File: src/rtl/wind_light_bank.sv
// Runway wind-direction light bank: N lights, four patterns, prescaled step.
// Optional HAZARD mode compiled in with `define WIND_HAZARD_EN.
module wind_light_bank #(
   parameter int N        = 8,
   parameter int TICK_DIV = 25_000_000
) (
   input  logic         CLOCK_50,
   input  logic         reset_n,
   input  logic [1:0]   SW,
   input  logic         hold,
   output logic [N-1:0] LEDR,
   output logic         step
);

   localparam int CW = (TICK_DIV > 1) ? $clog2(TICK_DIV) : 1;

   function automatic logic [N-1:0] odd_mask();
      logic [N-1:0] m;
      for (int i = 0; i < N; i++) m[i] = i[0];
      return m;
   endfunction

   localparam logic [N-1:0] ODD    = odd_mask();
   localparam logic [N-1:0] ALL    = '1;
   localparam logic [N-1:0] BIT_LO = N'(1);
   localparam logic [N-1:0] BIT_HI = {1'b1, {(N-1){1'b0}}};
   localparam logic [CW-1:0] CNT_LAST = CW'(TICK_DIV - 1);

`ifdef WIND_HAZARD_EN
   typedef enum logic [1:0] {CALM, SWEEP_L, SWEEP_R, HAZARD} state_t;
`else
   typedef enum logic [1:0] {CALM, SWEEP_L, SWEEP_R} state_t;
`endif

   state_t         state, nxt_state, sw_mode;
   logic [N-1:0]   pat, nxt_pat;
   logic [CW-1:0]  cnt;
   logic           step_edge;
   logic           sweeping;

   assign step_edge = !hold && (cnt == CNT_LAST);
   assign sweeping  = (state == SWEEP_L) || (state == SWEEP_R);
   assign LEDR      = pat;

   // Without the hazard build, SW=11 collapses onto the right sweep.
   always_comb begin
      sw_mode = CALM;
      case (SW)
         2'b00:   sw_mode = CALM;
         2'b01:   sw_mode = SWEEP_L;
         2'b10:   sw_mode = SWEEP_R;
`ifdef WIND_HAZARD_EN
         default: sw_mode = HAZARD;
`else
         default: sw_mode = SWEEP_R;
`endif
      endcase
   end

   // Reversal keeps the lit index and moves one place in the new direction.
   always_comb begin
      nxt_state = sw_mode;
      nxt_pat   = pat;
      case (sw_mode)
         CALM:    nxt_pat = (state == CALM) ? ~pat : ODD;
         SWEEP_L: nxt_pat = sweeping ? {pat[N-2:0], pat[N-1]} : BIT_LO;
         SWEEP_R: nxt_pat = sweeping ? {pat[0], pat[N-1:1]} : BIT_HI;
`ifdef WIND_HAZARD_EN
         HAZARD:  nxt_pat = (state == HAZARD) ? ~pat : ALL;
`endif
         default: nxt_pat = ODD;
      endcase
   end

   always_ff @(posedge CLOCK_50 or negedge reset_n) begin
      if (!reset_n) begin
         cnt <= '0;
      end else if (!hold) begin
         cnt <= step_edge ? '0 : cnt + 1'b1;
      end
   end

   always_ff @(posedge CLOCK_50 or negedge reset_n) begin
      if (!reset_n) begin
         state <= CALM;
         pat   <= ODD;
         step  <= 1'b0;
      end else begin
         step <= step_edge;
         if (step_edge) begin
            state <= nxt_state;
            pat   <= nxt_pat;
         end
      end
   end

endmodule

File: config.mk
export PLATFORM = sky130hd
export DESIGN_NAME = wind_light_bank
export DESIGN_NICKNAME = d
export VERILOG_FILES = /design/src/rtl/wind_light_bank.sv
export SDC_FILE = /design/constraint.sdc
export NUM_CORES = 1
export LEC_CHECK = 0
export CAP_MARGIN = 15
export CORE_MARGIN = 2
export CORE_UTILIZATION = 50
export CTS_CLUSTER_SIZE = 40
export DETAILED_ROUTE_END_ITERATION = 8
export GPL_TIMING_DRIVEN = 0
export MAX_ROUTING_LAYER = met4
export PLACE_DENSITY = 0.7
export SLEW_MARGIN = 20
export SYNTH_ARGS = -nofsm -noshare
export SYNTH_HDL_FRONTEND = slang
export SYNTH_SLANG_ARGS = --single-unit
File: constraint.sdc
create_clock -name CLOCK_50 -period 3.6 [get_ports CLOCK_50]
set_input_delay 1.08 -clock CLOCK_50 [delete_from_list [all_inputs] [get_ports CLOCK_50]]
set_output_delay 1.08 -clock CLOCK_50 [all_outputs]
set_load 0.005 [all_outputs]
==> impl_metrics.env <==
export IMPL_cts_buffers=5
export IMPL_drt_met1_wl_um=1770
export IMPL_fillers=306
export IMPL_hold_start="cnt[17]"
export IMPL_io_buffer_count=13
export IMPL_cts_repair_resized=0
export IMPL_total_power_uw=942
export IMPL_max_clock_path_buffers=2
export IMPL_core_area_mm2=0.00366
export IMPL_slew_headroom_pct=53.9
export IMPL_syn_area_per_cell_um2=9.48
export IMPL_synth_main_ff_cell="dfrtp_1"
export IMPL_dr_wl_met3_um=169
export IMPL_mostFrequentLayoutCells="dfrtp_1 (32), nor2_1 (26), nand2_1 (16)"
export IMPL_top_layer="met4"
export IMPL_ys_seq_area_share_pct=47.5
export IMPL_yosysTopAreaCellShare_pct=42.0
export IMPL_async_flop_share_pct=100
export IMPL_globalRouteOverflowTotal=0
export IMPL_num_io_pins=14
export IMPL_cap_violations=0
export IMPL_core_rowCount=22
export IMPL_grt_max_degree=25
export IMPL_antenna_found_initial=0
export IMPL_cp_arrival_ns=2.92
export IMPL_die_area_mm2=0.00432
export IMPL_nets=229
export IMPL_place_hpwl_um=2940
export IMPL_grt_pass1_wl_um=7230
export IMPL_setup_tns_final_ns=0
export IMPL_placed_cells=263
export IMPL_yosys_area_top_type="dfrtp_1"
export IMPL_drc=0
export IMPL_hold_slack_ns=0.490
export IMPL_final_common_cell="dfrtp_1"
export IMPL_routed_wl_um=4130
export IMPL_clkLatencyLatePin_ns=0.29
export IMPL_first_pass_iters=5
export IMPL_tritoncts="yes"
export IMPL_synth_seq_cells=36
export IMPL_hold_buffers=0
export IMPL_min_period_ns=2.74
export IMPL_hold_violations=0
export IMPL_start_kind="input pin"
export IMPL_htree_levels=2
export IMPL_fin_util_pct=60.8
export IMPL_initial_core_util_pct=52.1
export IMPL_gp_congestion=0.838
export IMPL_grt_usage_pct=22.8
export IMPL_cts_root_buf="clkbuf_8"
export IMPL_slew_violations=0
export IMPL_tightest_slew_ns=0.685
export IMPL_routed_via_density=5.86
export IMPL_ant_nets=0
export IMPL_drt_iter0_markers=120
export IMPL_synth_area_leaders="dfrtp_1 (42%), dfstp_2 (5.5%), nor2_1 (5.1%)"
export IMPL_numClockSinks=36
export IMPL_skew_ns=0.00889
export IMPL_post_cts_buffers=0
export IMPL_run_status="finished clean"
export IMPL_wl_met2_um=2110
export IMPL_end_kind="flop"
export IMPL_area_delta_synth_final_pct=16.8
export IMPL_wire_per_inst_um=15.2
export IMPL_worstPathRequired_ns=3.78
export IMPL_fin_crit_sh_pct=76.1
export IMPL_netlist_instances=201
export IMPL_drive_above_1_share_pct=11.2
export IMPL_min_path_type="reg2reg"
export IMPL_vias=1589
export IMPL_diodes=0
export IMPL_multi_input_area_um2=921
export IMPL_leakage_uw=0.000884
export IMPL_netlist_area_mm2=0.00191
export IMPL_vdd_ir_drop_max_mv=0.435
export IMPL_rr_startpoint="cnt[6]"
export IMPL_crit_start="hold"
export IMPL_first_global_vias=1584
export IMPL_die_y_um=65.7
export IMPL_crit_fanout=10
export IMPL_synth_edf_count=0
export IMPL_finalNonFillerCells=271
export IMPL_synth_nets=208
export IMPL_dieWidth_um=65.7
export IMPL_clkSlewWorstSetupHoldPaths_ns=0.07
export IMPL_grt_setup_unrepaired="no"
export IMPL_fmax_ghz=0.365
export IMPL_ys_warn_count=0
export IMPL_regArea_um2=906
export IMPL_critPathKind="in2reg"
export IMPL_setup_viol=0
export IMPL_ys_types=42
export IMPL_power_density_mw_per_mm2=423
## worst max-delay path, cell delays in order
cell and delay [ns]:
clkdlybuf4s50_1 0.42, clkbuf_1 0.20, nand4b_1 0.38, or2_2 0.41
nor2_1 0.15, o21ai_0 0.09, a22o_1 0.18
## final timing paths
kind,end,slack [ns],cells past startpoint
min,cnt[17],0.49,1
min in group asynchronous,cnt[3],0.70,1
max,cnt[13],0.86,7
max in group asynchronous,LEDR[1],2.40,2
max reg2reg,LEDR[3],1.58,7
min reg2reg,cnt[17],0.49,1
## state kept, by name, summed over array words and instances, names as in the netlist
signal / count
LEDR: 8
cnt: 25
state: 2
step: 1
## final cells by class
class / instances / area share, %
flip-flops and latches: 36 / 40.7
clock inverters: 2 / 1.57
inverters: 6 / 1.01
plain buffers: 7 / 2.53
clock buffers: 6 / 3.26
well taps: 48 / 2.70
repair buffers: 14 / 6.86
multi-input cells: 152 / 41.4
## routing by layer
layer / global-route usage (%) / vias up
met5: - / -
met4: 8.33 / 0
met3: 5.65 / 8
met2: 39.6 / 45
met1: 25.2 / 778
li1: - / 758
## Yosys cell counts, types with 4 or more instances
| master | n |
|---|---|
| inv_1 | 6 |
| xor2_1 | 8 |
| or3_1 | 6 |
| nor3_1 | 7 |
| dfstp_2 | 4 |
| xnor2_1 | 8 |
| nand4_1 | 6 |
| a211oi_1 | 4 |
| dfrtp_1 | 32 |
| nand3_1 | 8 |
| nor2_1 | 26 |
| a21oi_1 | 12 |
| nand2_1 | 16 |
| o21ai_0 | 12 |
## kinds of logic after synthesis
family | Yosys count | synth area share, %
fa+ha+maj | 2 | 1.31
simple gates | 90 | 24.5
flops | 36 | 47.5
buf+inv | 13 | 4.14
compound gates | 44 | 15.2
xor+xnor | 16 | 7.35
## report_power, final
part | total [uW] | leakage, uW | switching [uW] | internal (uW)
Sequential | 492 | 0.000443 | 51.0 | 441
Combinational | 106 | 0.000387 | 60.5 | 45.4
Clock | 344 | 0.0000552 | 139 | 205
Total | 942 | 0.000884 | 250 | 692
## per-stage QoR
step | area [um^2] | setup slack, ns
2_1_floorplan | 1910 | 1.21
3_3_place_gp | 2100 | 0.588
3_5_place_dp | 2120 | 0.569
4_1_cts | 2230 | 0.858
5_1_grt | 2230 | 0.713
6_report | 2230 | 0.860
No activity file was read; power rests on OpenSTA's default activity.
==> variant (same flow settings) <==
`N`: 8 -> 7.
--- a/src/rtl/wind_light_bank.sv
+++ b/src/rtl/wind_light_bank.sv
@@ -1,7 +1,7 @@
 // Runway wind-direction light bank: N lights, four patterns, prescaled step.
 // Optional HAZARD mode compiled in with `define WIND_HAZARD_EN.
 module wind_light_bank #(
-   parameter int N        = 8,
+   parameter int N        = 7,
    parameter int TICK_DIV = 25_000_000
 ) (
    input  logic         CLOCK_50,
Interface: changed (resized LEDR); port bits go from 14 to 13. The function was not compared with the original's and may differ.
==> variant against the original RTL <==
Register-to-register slack worse by 0.05 ns. Fmax is 1.7% lower. Cell area is 5.8% lower. Area after synthesis is 3.8% lower. Routed wire length is 9.3% lower. Total power is 16% lower. Clock power is 30% lower. Sequential power is 6.5% lower. Critical path depth is 1 lower. Sequential cell count is 1 lower. Setup slack worse by 0.046 ns. Critical path type unchanged. Highest routed layer unchanged.
==> variant: results (changes against the original RTL) <==
[run_status]
outcome=complete, no violations  ; unchanged

[sta]
tightest_slew_ns=0.8296  ; was 0.6852 ns
skew_ns=0.006456  ; was 0.008889 ns

[finish]
fill_cells=286  ; was 306
nets=218  ; was 229
drive_above_1_share_pct=11.32  ; was 11.21%

[placement]
dpl.hpwl_um=2743  ; was 2941 µm
place_congestion=0.8612  ; was 0.8379
port_buffers=11  ; was 13
pre_cts_slack_ns=0.4268  ; was 0.5690 ns

[min_path]
hp-start=LEDR[3]  ; was cnt[17]
holdPathStages=2  ; was 1

[routing]
avgRoutedWirePerCell_um=14.51  ; was 15.23 µm
wl_met2_um=1863  ; was 2111 µm
drt_pre_antenna_iters=4  ; was 5
met1_length_um=1698  ; was 1773 µm
first_iter_violations=132  ; was 120
wl_met3_um=140  ; was 169 µm
vias=1485  ; was 1,589

[grt]
grt.total_usage_pct=21.30  ; was 22.78%
grt_pass1_wl_um=6651  ; was 7231 µm
grt_pass1_vias=1441  ; was 1,584
grt_max_degree=28  ; was 25

[clocking]
cts.clk_slew.worst_paths_ns=0.10  ; was 0.07 ns
cts_root_buffer=clkbuf_4  ; was clkbuf_8

[worst_setup_path]
slowest_delay_ns=0.51  ; was 0.42 ns
reg2regPathDepth=6  ; was 7
r2r-start=cnt[0]  ; was cnt[6]
path_max_fanout=8  ; was 10

[power]
ir_drop_mv=0.2221  ; was 0.4350 mV
cellLeakagePower_nw=0.9183  ; was 0.8844 nW

[yosys]
yosysSeqAreaShare_pct=47.99  ; was 47.54%

[variant: path summary, 6_finish.rpt]
check,endpoint,slack (ns)
worst max-delay path,cnt[24],0.81
worst min-delay path,LEDR[3],0.49
worst max register to register,cnt[24],1.53
worst min register to register,LEDR[3],0.49
max in group asynchronous,LEDR[5],2.55
min in group asynchronous,state[1],0.58
[variant: cell type report]
cell class	count	area (µm²)	area share (%)
plain buffers	6	31.28	1.493
repair buffers	13	130.1	6.209
inverters	5	18.77	0.8955
well taps	46	57.56	2.746
multi-input cells	145	909.6	43.40
clock buffers	8	68.82	3.284
flip-flops and latches	35	879.6	41.97
[variant: per-layer routing]
layer  vias to the layer above  GRT usage (%)
li1                        725              -
met1                       732          26.56
met2                        23          34.11
met3                         5          5.903
met4                         0          6.383
met5                         -              -
[variant: cell families after synthesis]
family          count (synthesis)  synth area share [%]
xor+xnor                       16                 7.645
buf+inv                        11                 2.730
flops                          35                 47.99
mux                             2                 1.638
fa+ha+maj                       2                 1.365
simple gates                   95                 28.87
compound gates                 30                 9.761
[variant: report_power, final]
group / internal, mW / switching, mW
Clock: 0.115 / 0.125
Combinational: 0.0395 / 0.0497
Sequential: 0.422 / 0.0380
[variant: per-stage QoR]
| stage | util, % | hold WS [ns] | std cells | total power [mW] | area (µm²) |
|---|---|---|---|---|---|
| 2_1_floorplan | - | 0.4646 | 191 | 0.5242 | 1833 |
| 3_3_place_gp | 58.57 | 0.4733 | 248 | 0.5477 | 2001 |
| 3_5_place_dp | 59.34 | 0.4757 | 250 | 0.5563 | 2027 |
| 4_1_cts | 61.36 | 0.4920 | 258 | 0.7955 | 2096 |
| 5_1_grt | 61.36 | 0.5232 | 258 | 0.8394 | 2096 |
| 6_report | 61.36 | 0.4917 | 258 | 0.7892 | 2096 |
